==> config.mk <==
export PLATFORM = sky130hd
export DESIGN_NAME = imm_gen_pipe
export DESIGN_NICKNAME = d
export VERILOG_FILES = /design/src/rtl/imm_gen_pipe.sv
export SDC_FILE = /design/constraint.sdc
export NUM_CORES = 1
export LEC_CHECK = 0
export CORE_UTILIZATION = 60
export CTS_CLUSTER_DIAMETER = 120
export DETAILED_ROUTE_END_ITERATION = 10
export DONT_BUFFER_PORTS = 1
export GPL_TIMING_DRIVEN = 0
export PLACE_DENSITY = 0.74
export SLEW_MARGIN = 20
export SYNTH_ARGS = -nofsm -noshare
export SYNTH_HDL_FRONTEND = slang
export SYNTH_SLANG_ARGS = --single-unit
==> constraint.sdc <==
create_clock -name clk -period 6.4 [get_ports clk]
set_input_delay 0.64 -clock clk [delete_from_list [all_inputs] [get_ports clk]]
set_output_delay 0.64 -clock clk [all_outputs]
set_load 0.05 [all_outputs]
==> src/rtl/imm_gen_pipe.sv <==
// -----------------------------------------------------------------------------
// imm_gen_pipe
//   Registered RISC-V immediate generator for the decode stage. Decodes the
//   I/S/B/U/J immediates and the CSR zimm from a raw instruction word, extends
//   the result to XLEN, and carries a sideband tag alongside it. A 2-entry
//   skid buffer (main + skid) sits behind a valid/ready handshake on both
//   sides, so the consumer can stall without losing items.
//
//   Optional build macro: IMM_GEN_ERR_EN
//     defined   - an accepted illegal imm_sel (6..7) sets a sticky imm_err
//                 when that item reaches the output (cleared only by reset)
//     undefined - imm_err is tied low, no error state is built
//
// Parameters
//   XLEN   immediate width, 32 or 64
//   TAG_W  sideband tag width
//
// Ports
//   clk, rst_n          clock (rising edge), async active-low reset
//   in_valid/in_ready   input handshake; in_ready depends on state only
//   instr, imm_sel      instruction word and format select
//                       (0=I 1=S 2=B 3=U 4=J 5=Z, 6..7 illegal -> 0)
//   in_tag              sideband tag travelling with the instruction
//   out_valid/out_ready output handshake
//   imm_out, out_tag    extended immediate and its tag
//   imm_err             sticky illegal-select flag (see macro above)
// -----------------------------------------------------------------------------
module imm_gen_pipe #(
    parameter int XLEN  = 32,
    parameter int TAG_W = 8
) (
    input  logic             clk,
    input  logic             rst_n,
    input  logic             in_valid,
    output logic             in_ready,
    input  logic [31:0]      instr,
    input  logic [2:0]       imm_sel,
    input  logic [TAG_W-1:0] in_tag,
    output logic             out_valid,
    input  logic             out_ready,
    output logic [XLEN-1:0]  imm_out,
    output logic [TAG_W-1:0] out_tag,
    output logic             imm_err
);

    typedef enum logic [1:0] {
        EMPTY = 2'd0,   // nothing held
        ONE   = 2'd1,   // main full, skid empty
        TWO   = 2'd2    // main and skid full
    } state_t;

    typedef struct packed {
        logic [XLEN-1:0]  imm;
        logic [TAG_W-1:0] tag;
    } entry_t;

    state_t             state_q, state_d;
    entry_t             main_q, skid_q, new_e;
    logic signed [31:0] imm32;
    logic               new_ill;
    logic               in_fire, out_fire;
    logic               load_main_new, load_skid_new, load_main_skid;

    // -------------------------------------------------------------------------
    // Immediate decode. Every format is built as a 32-bit value that is
    // already sign-extended to bit 31, so widening to XLEN is a plain signed
    // extension. Z and illegal results keep bit 31 clear, so they come out
    // zero-extended from the same path.
    // -------------------------------------------------------------------------
    always_comb begin
        imm32   = '0;
        new_ill = 1'b0;
        case (imm_sel)
            3'd0: imm32 = {{20{instr[31]}}, instr[31:20]};
            3'd1: imm32 = {{20{instr[31]}}, instr[31:25], instr[11:7]};
            3'd2: imm32 = {{19{instr[31]}}, instr[31], instr[7],
                           instr[30:25], instr[11:8], 1'b0};
            3'd3: imm32 = {instr[31:12], 12'b0};
            3'd4: imm32 = {{11{instr[31]}}, instr[31], instr[19:12],
                           instr[20], instr[30:21], 1'b0};
            3'd5: imm32 = {27'b0, instr[19:15]};
            default: begin
                imm32   = '0;
                new_ill = 1'b1;
            end
        endcase
    end

    assign new_e.imm = XLEN'(imm32);
    assign new_e.tag = in_tag;

    // -------------------------------------------------------------------------
    // Handshake. in_ready comes from the state register only, so there is no
    // combinational path from out_ready back to in_ready.
    // -------------------------------------------------------------------------
    assign in_ready  = (state_q != TWO);
    assign out_valid = (state_q != EMPTY);
    assign in_fire   = in_valid & in_ready;
    assign out_fire  = out_valid & out_ready;

    always_ff @(posedge clk or negedge rst_n) begin
        if (!rst_n) state_q <= EMPTY;
        else        state_q <= state_d;
    end

    always_comb begin
        state_d        = state_q;
        load_main_new  = 1'b0;
        load_skid_new  = 1'b0;
        load_main_skid = 1'b0;
        case (state_q)
            EMPTY: begin
                if (in_fire) begin
                    state_d       = ONE;
                    load_main_new = 1'b1;
                end
            end
            ONE: begin
                case ({in_fire, out_fire})
                    2'b10: begin
                        state_d       = TWO;
                        load_skid_new = 1'b1;
                    end
                    2'b01: state_d = EMPTY;
                    // Output drains and a new item arrives in the same cycle:
                    // main simply reloads, the skid stays unused.
                    2'b11: load_main_new = 1'b1;
                    default: state_d = ONE;
                endcase
            end
            TWO: begin
                // in_ready is low here, so only the output side can move.
                if (out_fire) begin
                    state_d        = ONE;
                    load_main_skid = 1'b1;
                end
            end
            default: state_d = EMPTY;
        endcase
    end

    // -------------------------------------------------------------------------
    // Buffer storage. main_q drives the outputs directly, so they hold while
    // the consumer stalls.
    // -------------------------------------------------------------------------
    always_ff @(posedge clk or negedge rst_n) begin
        if (!rst_n) begin
            main_q <= '0;
            skid_q <= '0;
        end else begin
            if (load_main_new)       main_q <= new_e;
            else if (load_main_skid) main_q <= skid_q;
            if (load_skid_new)       skid_q <= new_e;
        end
    end

    assign imm_out = main_q.imm;
    assign out_tag = main_q.tag;

`ifdef IMM_GEN_ERR_EN
    // The illegal flag follows its item through the buffer; the sticky error
    // is raised on the same edge the item lands in main, i.e. together with
    // its out_valid.
    logic skid_ill_q, err_q;

    always_ff @(posedge clk or negedge rst_n) begin
        if (!rst_n) begin
            skid_ill_q <= 1'b0;
            err_q      <= 1'b0;
        end else begin
            if (load_skid_new) skid_ill_q <= new_ill;
            if ((load_main_new && new_ill) || (load_main_skid && skid_ill_q))
                err_q <= 1'b1;
        end
    end

    assign imm_err = err_q;
`else
    logic unused_ill;
    assign unused_ill = new_ill;
    assign imm_err    = 1'b0;
`endif

endmodule

==> impl_summary.md <==
Clock tree
Gates resized during post-CTS repair numbered 0. The setup fix buffers added after clock tree synthesis is 0. The library cell used as clock root buffer is sky130_fd_sc_hd__clkbuf_8. The number of H-tree levels is 3.

The later-pin clock latency in the skew report is 0.36 ns. Buffers inserted to repair hold after CTS numbered 1. No sink is reached through more buffers than the 2 on the longest clock path. Clock tree synthesis inserted a total of 9 buffers.

The TritonCTS clock tree is done. For this design, the sink count on the clock tree is slightly above 80. After clock tree synthesis, the clock-pin slew on the worst setup and hold paths is 0.08 ns.

Setup path
In this run the worst path has a maximum fanout of 10. The kind of end point of the critical path is a flip-flop. The number of buffers and inverters on the critical path is 2. Walking the worst path, the cells encountered are buf_2, nand2b_1, and2_1, ha_1, mux2_4, nand2_2, buf_6, mux2i_1. The cell family contributing the most delay on the critical path is simple AND/OR/NAND/NOR gates.

The launch point of the critical path is state_q[0]. The worst register-to-register path ends at imm_out[19]. The critical path data arrival time is 3.07 ns. The critical-path cell with the highest stage delay is sky130_fd_sc_hd__nand2b_1. The highest cell delay on the worst timing path is ~0.43 ns. By startpoint and endpoint, the worst setup path is classified as flip-flop to flip-flop. The setup check on the worst reg-to-reg path leaves a slack of 3.60 ns. The worst setup path is launched from a flip-flop.

The data required time at the worst endpoint is roughly 6.7 ns. The number of cells on the worst reg-to-reg path is 8. The worst register-to-register path begins at state_q[0].

Route
Summed over all nets, wire length on met2 after detailed routing comes to 4.59 mm. The met1 wire length is 4.23 mm. The post-detailed-route count of antenna-violating nets is 0.

The number of optimization iterations in the first detailed-route pass is 7. The total via count after detailed routing is 3010. The detailed-route wire length per cell is 20.8 um. The number of violations reported at the end of detailed-routing iteration 0 is 274.

The routed design has around 10 mm of wire. The number of vias per cell is ~6.4. After detailed routing, no signal wire sits above met4. For this run, design rule violations remaining after detail routing come to 5.

The met3 routed wirelength is between 600 and 700 um.

Place
Input and output buffers added on the ports amount to 0. The setup slack at placement is 3.64 ns. Detailed placement ended at an HPWL of 6.67 mm. The last weighted congestion value of the routability-driven placer is 0.952. After detailed placement, the total cell area comes to ~4200 sq um.

STA
The setup TNS is 0 ns. Setup slack on the critical path of the routed design comes to 3.60 ns. The total count of hold-check failures in the final report is 0.

Dividing the final minimum period by the clock period gives 0.437. On the final layout, the worst hold slack is 0.177 ns. The clock skew after layout is between 0.006 and 0.007 ns. The number of setup violations in the final report is 0. The max-slew violation count is 0. Setup repair after global routing left no endpoint under its margin. The worst-margin pin slew is 0.574 ns. The time the worst path needs with I/O delays and setup is approximately 2.8 ns. For this run, the top clock speed supported by timing is 357 MHz. The relative slew slack is 0.617.

Floorplanning
For this design the top-level I/O count stands at 90. In this run the standard cell core region covers 6460 sq um. The die extent in y is 84.6 um. The die footprint is around 7200 sq um. The horizontal die dimension is around 85 um. The row count is 29. The starting density of the core is 0.633.

Global routing
The number of antenna violations at the first check in global routing was 0. Entering global routing, the biggest net connects 83 pins. For this run, the total global-route usage over all layers was measured as 0.285. The number of global-route vias before repair is about 3.0k.

The residual overflow from global routing is 0. The first global-routing pass estimated 15.3 mm of wire.

Min path
The path class of the tightest hold or removal check is input port to asynchronous set/reset pin.

Power and ir drop
The maximum VDD drop is slightly below 0.0003 V. The post-route total power is 0.00231 W. The leakage power figure is 2.25 nW.

Dividing total power by cell area gives a power density of roughly 520 nW/um^2.

Synth
The synthesized area is 4090 sq um. The synthesized area per cell is 10.9 sq um. The number of nets handed over by synthesis was 425. The yosys synthesis warning count is 0. Of the synthesized area, sequential elements account for 0.502. The number of distinct library cells after synthesis is 38. The instance count of the mapped netlist is 375. The flip-flop and latch count after synthesis is 82.

Outcome
The final reports fail on design-rule violations. The flow ran to the end, but the final reports show violations.

Final layout
Relative to the synthesized area, the layout overhead comes to 8.20%. The number of antenna diodes in the final layout is 0. The top cell types in the final layout, fill and taps aside, are sky130_fd_sc_hd__dfrtp_1, sky130_fd_sc_hd__mux2i_1, sky130_fd_sc_hd__nand2_1. Leaving out fill and tap cells, the most frequent cell in the layout is sky130_fd_sc_hd__dfrtp_1.

The total number of nets in the final design is ~440. The cell area after layout is 4430 sq um. The proportion of layout cells with a drive suffix above 1 is 0.0995.

Flow run
The tool flagged a number of max-cap violations equal to 0.
sequential cells by signal, indices dropped and copies added, names as in the netlist:
register  count
state_q       2
imm_out      32
skid_q       40
out_tag       8
cell usage after synthesis (all sizes together):
library cell / count / area (sq um)
dfrtp: 82 / 2050
mux2i: 58 / 581
nand2: 55 / 209
o21ai: 30 / 154
clkbuf: 18 / 67.6
a32oi: 15 / 131
buf: 15 / 114
and2: 12 / 77.6
and4b: 12 / 120
nand3: 10 / 50.1
nor4bb: 9 / 90.1
a211oi: 8 / 60.1
a221o: 8 / 80.1
a31oi: 8 / 50.1
a221oi: 5 / 43.8
nor2: 5 / 18.8
inv: 4 / 15.0
and3b: 3 / 26.3
ha: 3 / 37.5
nand3b: 3 / 22.5
nand2b: 2 / 12.5
a211o: 1 / 8.76
a21boi: 1 / 7.51
a21oi: 1 / 8.76
conb: 1 / 3.75
mux2: 1 / 15.0
nor2b: 1 / 6.26
nor3b: 1 / 7.51
o22ai: 1 / 6.26
or2: 1 / 6.26
xor2: 1 / 8.76
stage by stage:
stage / std cells / util
after floorplan: 375 / -
after global placement: 452 / 0.648
after detailed placement: 452 / 0.648
after CTS: 469 / 0.685
after global routing: 469 / 0.685
final: 469 / 0.685
cells by family after synthesis:
kind of cell / count (synthesis) / share of synthesized area
and+or+nand+nor: 114 / 0.158
muxes: 59 / 0.146
buffers and inverters: 37 / 0.0480
xor gates and xnor gates: 1 / 0.00214
other: 1 / 0.000917
AOI/OAI and AO/OA: 78 / 0.135
DFF: 82 / 0.502
adders and majority gates: 3 / 0.00918
power by group:
| group | internal (W) | total [W] | switching, W | leakage (nW) |
|---|---|---|---|---|
| sequential | 0.000731 | 0.00125 | 0.000517 | 1.04 |
| clock | 0.000196 | 0.000397 | 0.000202 | 0.101 |
| combinational | 0.000283 | 0.000662 | 0.000379 | 1.11 |
| total | 0.00121 | 0.00231 | 0.00110 | 2.25 |
area by class of cell:
class	count	area, sq um
Clock buffer	10	138
Timing Repair Buffer	1	27.5
Sequential cell	82	2050
Tap cell	77	96.3
Buffer	33	181
Fill cell	481	2030
Inverter	4	15.0
Clock inverter	6	73.8
Multi-Input combinational cell	256	1840
worst max path at each step:
stage	endpoint	slack (ns)	depth (start not counted)
finish	imm_out[19]	3.60	8
global route	imm_out[19]	3.47	8
CTS	imm_out[19]	3.61	8
detailed placement	imm_out[19]	3.64	8
global placement	imm_out[19]	3.73	8
floorplan	out_tag[1]	3.89	8
per-layer routing:
metal	global-route usage	vias to the layer above
li1	-	1405
met4	0.128	0
met3	0.0875	21
met5	0	-
met2	0.435	93
met1	0.377	1491
(Power assumes the default switching activity.)
